**src/rtl/matrix_pkg.sv**
```systemverilog
`default_nettype none
// ============================================================================
// Module      : matrix_pkg
// Description : Shared widths, element index map and loader state encoding
//               for the 2x2 matrix operand loader / subtractor pair.
// Revision    : 1.0 - initial release
// ============================================================================
package matrix_pkg;

    localparam int ELEM_W   = 3;
    localparam int RES_W    = 4;
    localparam int NUM_ELEM = 8;

    // Position of each element within a frame (row-major, A then B)
    localparam logic [2:0] IDX_A11 = 3'd0;
    localparam logic [2:0] IDX_A12 = 3'd1;
    localparam logic [2:0] IDX_A21 = 3'd2;
    localparam logic [2:0] IDX_A22 = 3'd3;
    localparam logic [2:0] IDX_B11 = 3'd4;
    localparam logic [2:0] IDX_B12 = 3'd5;
    localparam logic [2:0] IDX_B21 = 3'd6;
    localparam logic [2:0] IDX_B22 = 3'd7;

    typedef enum logic [0:0] {
        LOAD = 1'b0,
        HOLD = 1'b1
    } state_e;

endpackage
`default_nettype wire

```
**src/rtl/matrix_operand_loader_if.sv**
```systemverilog
`default_nettype none
// ============================================================================
// Module      : matrix_operand_loader_if
// Description : Serial element input handshake plus parallel operand output
//               handshake and status for the matrix operand loader.
// Revision    : 1.0 - initial release
// ============================================================================
interface matrix_operand_loader_if #(
    parameter int ELEM_W = matrix_pkg::ELEM_W
);

    logic              in_valid;
    logic              in_ready;
    logic [ELEM_W-1:0] in_data;
    logic              in_last;

    logic [ELEM_W-1:0] a11;
    logic [ELEM_W-1:0] a12;
    logic [ELEM_W-1:0] a21;
    logic [ELEM_W-1:0] a22;
    logic [ELEM_W-1:0] b11;
    logic [ELEM_W-1:0] b12;
    logic [ELEM_W-1:0] b21;
    logic [ELEM_W-1:0] b22;

    logic              out_valid;
    logic              out_ready;
    logic              frame_err;
    logic [7:0]        frame_cnt;

    // Stream source / operand consumer side
    modport master (
        output in_valid, in_data, in_last, out_ready,
        input  in_ready, a11, a12, a21, a22, b11, b12, b21, b22,
        input  out_valid, frame_err, frame_cnt
    );

    // Loader side
    modport slave (
        input  in_valid, in_data, in_last, out_ready,
        output in_ready, a11, a12, a21, a22, b11, b12, b21, b22,
        output out_valid, frame_err, frame_cnt
    );

endinterface
`default_nettype wire

```
**src/rtl/matrix_operand_loader.sv**
```systemverilog
`default_nettype none
// ============================================================================
// Module      : matrix_operand_loader
// Description : Collects a serial stream of 8 elements (A row-major, then B
//               row-major) into a register bank and presents them in parallel
//               under an out_valid/out_ready handshake. Checks framing with
//               in_last and counts delivered frames.
// Revision    : 1.0 - initial release
// ============================================================================
module matrix_operand_loader #(
    parameter int ELEM_W = matrix_pkg::ELEM_W
) (
    input  wire logic              clk,
    input  wire logic              rst_n,
    matrix_operand_loader_if.slave bus
);

    import matrix_pkg::*;

    state_e            r_state;
    state_e            w_state_nxt;
    logic [2:0]        r_idx;
    logic [2:0]        w_idx_nxt;
    logic [ELEM_W-1:0] r_elem [NUM_ELEM];
    logic              r_frame_err;
    logic              w_err_nxt;
    logic [7:0]        r_frame_cnt;
    logic              w_cnt_inc;
    logic              w_wr_en;
    logic              w_in_ready;
    logic              w_accept;

    // Ready is forced low during reset so nothing is handshaken while the
    // loader is being cleared.
    assign w_in_ready = rst_n & (r_state == LOAD);
    assign w_accept   = bus.in_valid & w_in_ready;

    // Next-state, index and status decode for the LOAD/HOLD controller
    always_comb begin
        w_state_nxt = r_state;
        w_idx_nxt   = r_idx;
        w_err_nxt   = 1'b0;
        w_cnt_inc   = 1'b0;
        w_wr_en     = 1'b0;
        case (r_state)
            LOAD: begin
                if (w_accept) begin
                    w_wr_en = 1'b1;
                    if (r_idx == IDX_B22) begin
                        // Frame is complete regardless of in_last; a missing
                        // marker is only flagged.
                        w_state_nxt = HOLD;
                        w_idx_nxt   = IDX_A11;
                        w_err_nxt   = ~bus.in_last;
                    end else if (bus.in_last) begin
                        // Early marker: drop the partial frame and restart.
                        w_idx_nxt = IDX_A11;
                        w_err_nxt = 1'b1;
                    end else begin
                        w_idx_nxt = r_idx + 3'd1;
                    end
                end
            end
            HOLD: begin
                if (bus.out_ready) begin
                    w_state_nxt = LOAD;
                    w_cnt_inc   = 1'b1;
                end
            end
            default: begin
                w_state_nxt = LOAD;
            end
        endcase
    end

    // Controller state, element index, error pulse and frame counter
    always_ff @(posedge clk) begin
        if (!rst_n) begin
            r_state     <= LOAD;
            r_idx       <= IDX_A11;
            r_frame_err <= 1'b0;
            r_frame_cnt <= 8'd0;
        end else begin
            r_state     <= w_state_nxt;
            r_idx       <= w_idx_nxt;
            r_frame_err <= w_err_nxt;
            if (w_cnt_inc) begin
                r_frame_cnt <= r_frame_cnt + 8'd1;
            end
        end
    end

    // Element bank: the accepted element lands in the slot selected by idx
    always_ff @(posedge clk) begin
        if (!rst_n) begin
            for (int i = 0; i < NUM_ELEM; i++) begin
                r_elem[i] <= '0;
            end
        end else if (w_wr_en) begin
            r_elem[r_idx] <= bus.in_data;
        end
    end

    assign bus.in_ready  = w_in_ready;
    assign bus.out_valid = (r_state == HOLD);
    assign bus.frame_err = r_frame_err;
    assign bus.frame_cnt = r_frame_cnt;

    assign bus.a11 = r_elem[IDX_A11];
    assign bus.a12 = r_elem[IDX_A12];
    assign bus.a21 = r_elem[IDX_A21];
    assign bus.a22 = r_elem[IDX_A22];
    assign bus.b11 = r_elem[IDX_B11];
    assign bus.b12 = r_elem[IDX_B12];
    assign bus.b21 = r_elem[IDX_B21];
    assign bus.b22 = r_elem[IDX_B22];

endmodule
`default_nettype wire

```
**src/flat_wrapper.sv**
```systemverilog
// flat-port wrapper written by rule: the top's interface ports become plain ports
module matrix_operand_loader_flat import matrix_pkg::*;
#(
    parameter int ELEM_W = matrix_pkg::ELEM_W
)
  (clk, rst_n, bus_in_valid, bus_in_data, bus_in_last, bus_out_ready, bus_in_ready, bus_a11, bus_a12, bus_a21, bus_a22, bus_b11, bus_b12, bus_b21, bus_b22, bus_out_valid, bus_frame_err, bus_frame_cnt);
  matrix_operand_loader_if #(.ELEM_W(ELEM_W)) bus_i ();
  input  wire logic clk;
  input  wire logic rst_n;
  input wire logic [$bits(bus_i.in_valid)-1:0] bus_in_valid;
  input wire logic [$bits(bus_i.in_data)-1:0] bus_in_data;
  input wire logic [$bits(bus_i.in_last)-1:0] bus_in_last;
  input wire logic [$bits(bus_i.out_ready)-1:0] bus_out_ready;
  output wire logic [$bits(bus_i.in_ready)-1:0] bus_in_ready;
  output wire logic [$bits(bus_i.a11)-1:0] bus_a11;
  output wire logic [$bits(bus_i.a12)-1:0] bus_a12;
  output wire logic [$bits(bus_i.a21)-1:0] bus_a21;
  output wire logic [$bits(bus_i.a22)-1:0] bus_a22;
  output wire logic [$bits(bus_i.b11)-1:0] bus_b11;
  output wire logic [$bits(bus_i.b12)-1:0] bus_b12;
  output wire logic [$bits(bus_i.b21)-1:0] bus_b21;
  output wire logic [$bits(bus_i.b22)-1:0] bus_b22;
  output wire logic [$bits(bus_i.out_valid)-1:0] bus_out_valid;
  output wire logic [$bits(bus_i.frame_err)-1:0] bus_frame_err;
  output wire logic [$bits(bus_i.frame_cnt)-1:0] bus_frame_cnt;
  assign bus_i.in_valid = bus_in_valid;
  assign bus_i.in_data = bus_in_data;
  assign bus_i.in_last = bus_in_last;
  assign bus_i.out_ready = bus_out_ready;
  assign bus_in_ready = bus_i.in_ready;
  assign bus_a11 = bus_i.a11;
  assign bus_a12 = bus_i.a12;
  assign bus_a21 = bus_i.a21;
  assign bus_a22 = bus_i.a22;
  assign bus_b11 = bus_i.b11;
  assign bus_b12 = bus_i.b12;
  assign bus_b21 = bus_i.b21;
  assign bus_b22 = bus_i.b22;
  assign bus_out_valid = bus_i.out_valid;
  assign bus_frame_err = bus_i.frame_err;
  assign bus_frame_cnt = bus_i.frame_cnt;
  matrix_operand_loader #(.ELEM_W(ELEM_W)) u_core (.clk(clk), .rst_n(rst_n), .bus(bus_i));
endmodule
```
**config.mk**
```make
export PLATFORM = sky130hd
export DESIGN_NAME = matrix_operand_loader_flat
export DESIGN_NICKNAME = d
export VERILOG_FILES = /design/src/rtl/matrix_pkg.sv /design/src/rtl/matrix_operand_loader_if.sv /design/src/rtl/matrix_operand_loader.sv /design/src/flat_wrapper.sv
export SDC_FILE = /design/constraint.sdc
export NUM_CORES = 1
export LEC_CHECK = 0
export CORE_ASPECT_RATIO = 0.9
export CORE_UTILIZATION = 47
export DETAILED_ROUTE_END_ITERATION = 10
export PLACE_DENSITY = 0.84
export SYNTH_ARGS = -nofsm -noshare
export SYNTH_HDL_FRONTEND = slang
export SYNTH_SLANG_ARGS = --single-unit
```
**constraint.sdc**
```tcl
create_clock -name clk -period 2.24 [get_ports clk]
set_clock_uncertainty 0.1 [all_clocks]
set_input_delay 0.336 -clock clk [delete_from_list [all_inputs] [get_ports clk]]
set_output_delay 0.336 -clock clk [all_outputs]
set_load 0.05 [all_outputs]
```
==> summary by stage <==
Power and ir drop
Across the VDD grid, the largest voltage drop is 430 uV. The switching share of total power is 22.7%. Combinational logic burns 11.2% of the power.

The static leakage power is 0.794 nW. The design internal power is 0.00113 W. For this design the total switching power over the nets is 0.000332 W. The proportion of power drawn by flip-flops and latches is 51.5%. The total power consumption of the routed design is 0.00146 W. The clock network burns 37.3% of the power. The power density relative to cell area is 671 mW/mm^2.

Final layout
The library cells used most frequently in the layout, excluding fill and tap cells, are sky130_fd_sc_hd__clkdlybuf4s50_1 (41), sky130_fd_sc_hd__and2_1 (24), sky130_fd_sc_hd__edfxtp_1 (24), sky130_fd_sc_hd__dfxtp_1 (13). The fraction of layout cells with a size suffix above 1 is 8.06%. From synthesis to final layout, the design area changed by 37.5%.

The total number of nets in the final design is 196. After routing the design area is 0.00217 mm^2. The library cell used most frequently in the layout, excluding fill and tap cells, is sky130_fd_sc_hd__clkdlybuf4s50_1. The number of fill cells is 240.

The number of antenna cells inserted is 0.

Timing
At the pin with the least slew margin, the transition time is 512 ps. The remaining max-slew budget at the tightest pin is 65.7%. The number of setup violations in the final report is 0.

The count of endpoints failing hold in the final timing report was 0. Derived from the worst setup path, the maximum achievable clock frequency is 0.470 GHz. Setup slack on the critical path of the routed design comes to 113 ps. The worst path uses 95.0% of the clock period. The minimum period implied by the final worst setup slack is 2130 ps.

The total negative slack for setup checks is 0 ps. Setup repair after global routing left no endpoint under its margin. The max-slew violation count is 0.

Synth
The netlist uses 28 different library cells. The synthesized netlist devotes 5.54% of its cell area to compound gates. The dominant combinational cell family by area after synthesis is simple AND/OR/NAND/NOR gates. After synthesis, the mean cell area works out to 11.6 um^2.

The Yosys step of the flow raised 0 warnings. After Yosys synthesis, XOR and XNOR cells account for 1.66% of the synthesized area. The fraction of registers with async set/reset is 0%. Among all flip-flop cells after synthesis, the most frequent one is sky130_fd_sc_hd__edfxtp_1.

In this run, synthesis produced a sequential element count of 37. After synthesis, the share of cell area in mux cells is 0.712%. The number of enable-type register cells in the synthesized netlist is 24. The sequential share of the synthesized area is 62.0%. The adder-cell share of the synthesized area is 2.37%. The post-synthesis net count is 147.

The number of cells produced by synthesis is 136. The cell area that synthesis handed to floorplanning was 0.00158 mm^2. The basic-gate share of the synthesized area counting and, or, nand and nor cells is 25.8%.

Global route
The most used routing layer is met2. The first global-routing pass estimated 4.86 mm of wire. The global-route congestion overflow total is 0. The pin count of the biggest net entering global routing is 13. The number of global-route vias before repair came to 1,123. In the global route stage, met2 resource usage came out at 32.3%.

The global-route usage over all layers is 17.9%. The number of antenna violations at the first check in global routing is 0. The global-route met3 utilization is 5.00%. The routing usage on met1 is 19.3%.

Setup path
STA classifies the critical path endpoint as a primary output. The critical path goes through clkdlybuf4s50_1. The worst endpoint data arrival time is 1690 ps. The number of cell instances on the worst register-to-register path is 3. The cell with the largest stage delay on the worst path is sky130_fd_sc_hd__clkdlybuf4s50_1. Along the worst path, the maximum fanout reaches 10. The critical path startpoint category is a flip-flop.

In this run the number of cells on the critical path is 1. The number of buffers and inverters on the critical path is 1. The worst setup path is of the reg -> out kind. Among cell families on the critical path, the largest total delay comes from buffers and inverters. The longest individual stage delay on the worst path is 880 ps. The required time at the endpoint of the critical path is 1800 ps.

Clock network
The hold buffer count at CTS is 0. Clock tree synthesis selected as its root buffer the cell sky130_fd_sc_hd__clkbuf_8. The largest buffer count on any clock path is 2. The setup fix buffers added after clock tree synthesis is 0. The worst-skew pair later-pin latency is 280 ps.

The total clock sinks is 37. The number of gates resized after CTS was 0. The total number of H-tree levels is 2. The number of buffers added by the clock tree synthesis step is 5.

The TritonCTS clock tree is yes. The post-CTS clock slew at the launch and capture registers of the worst setup and hold paths is 70 ps.

Die
The number of rows created at floorplan is 19. Pin placement for this block handled 43 I/O pins. The initial utilization of the core area, before any placement, comes to 50.4%. The die extent in x is 63.1 um. The core region is 0.00314 mm^2. The die is 57.0 um tall. The die covers 0.00360 mm^2.

Detailed routing
The vias per cell is 5.29. The number of iterations in the first detailed-routing pass is 4. Summing over every cut layer, the via total after detailed routing is 1,207.

In the routed design, unresolved DRC markers number 0. The sum of routed wire length over all layers is 3.02 mm. Dividing the detail-routed wire length by the instance count gives 13.3 um. The DRC marker count from the first detailed-route iteration is 32.

The number of routed nets with antenna violations is 0.

Placed design
The sum of net half-perimeters after detailed placement is 2.26 mm. The congestion estimate from routability-driven global placement came to 0.736. The count of input and output buffers is 42. The worst slack at placement is 97.7 ps. The placed standard-cell area is 0.00207 mm^2.

Run status
The run finished with clean final reports.

Run
The tool flagged a number of max-cap violations equal to 0.

Hold path
The worst hold path belongs to the class reg -> reg. The worst hold path was traced through 2 stages.
## Yosys cell counts (2+ instances only)
cell type | count | area [um^2]
sky130_fd_sc_hd__o21ai_0 | 7 | 35.0
sky130_fd_sc_hd__nand2b_1 | 7 | 43.8
sky130_fd_sc_hd__and2_1 | 24 | 150
sky130_fd_sc_hd__inv_1 | 3 | 11.3
sky130_fd_sc_hd__nor2_1 | 9 | 33.8
sky130_fd_sc_hd__edfxtp_1 | 24 | 721
sky130_fd_sc_hd__dfxtp_1 | 13 | 260
sky130_fd_sc_hd__a21oi_1 | 9 | 45.0
sky130_fd_sc_hd__nor3_1 | 4 | 20.0
sky130_fd_sc_hd__or3_2 | 2 | 15.0
sky130_fd_sc_hd__clkbuf_1 | 2 | 7.51
sky130_fd_sc_hd__ha_1 | 3 | 37.5
sky130_fd_sc_hd__nand2_1 | 8 | 30.0
sky130_fd_sc_hd__or3_1 | 2 | 12.5
sky130_fd_sc_hd__xnor2_1 | 2 | 17.5
sky130_fd_sc_hd__nand3_1 | 5 | 25.0
## cell type report
cell class / instances / area [um^2] / area share, %
Inverter: 3 / 11.3 / 0.518
Timing Repair Buffer: 45 / 453 / 20.8
Tap cell: 42 / 52.6 / 2.42
Multi-Input combinational cell: 93 / 571 / 26.2
Clock inverter: 2 / 33.8 / 1.55
Clock buffer: 6 / 72.6 / 3.34
Sequential cell: 37 / 981 / 45.1
## state kept, by name, indices dropped and copies added, names as in the netlist
signal,cells
u_core.r_elem,24
u_core.bus.frame_cnt,8
u_core.r_idx,3
u_core.bus.frame_err,1
u_core.bus.out_valid,1
## per-stage QoR
| stage | utilization (%) | cells | hold WS, ps |
|---|---|---|---|
| final | 69.3 | 228 | 385 |
| after global routing | 69.3 | 228 | 428 |
| after CTS | 69.3 | 228 | 395 |
| after detailed placement | 65.9 | 220 | 386 |
| after global placement | 65.9 | 220 | 358 |
| after floorplan | - | 136 | 373 |
## metal layers
layer	vias to the layer above	wire length, um
met1	581	1240
met5	-	0
met2	43	1550
met3	6	186
met4	0	47
li1	577	-
## power groups by stage
| stage | logic (W) | clock network (W) | registers [W] |
|---|---|---|---|
| after floorplan | 0.0000278 | 0 | 0.000833 |
| after global placement | 0.000162 | 0 | 0.000765 |
| after detailed placement | 0.000164 | 0 | 0.000766 |
| after CTS | 0.000165 | 0.000550 | 0.000751 |
| after global routing | 0.000171 | 0.000573 | 0.000753 |
| final | 0.000164 | 0.000544 | 0.000751 |
## worst paths after layout
check                                        startpoint                      end  slack [ps]
worst max-delay path               u_core.bus.out_valid            bus_out_valid         110
worst max register to register     u_core.bus.out_valid      u_core.r_elem[2][0]         470
worst min register to register  u_core.bus.frame_cnt[7]  u_core.bus.frame_cnt[7]         380
worst min-delay path            u_core.bus.frame_cnt[7]  u_core.bus.frame_cnt[7]         380
## worst min-delay path: cells and delay by family, from the launching register on
kind,cells,cell delay [ps]
compound gates,2,120
flops,1,320
## logic make-up after synthesis
| logic type | count (synthesis) |
|---|---|
| compound gates | 17 |
| xor+xnor | 3 |
| fa+ha+maj | 3 |
| buf+inv | 6 |
| flops | 37 |
| mux | 1 |
| simple gates | 69 |
(Power assumes the default switching activity.)
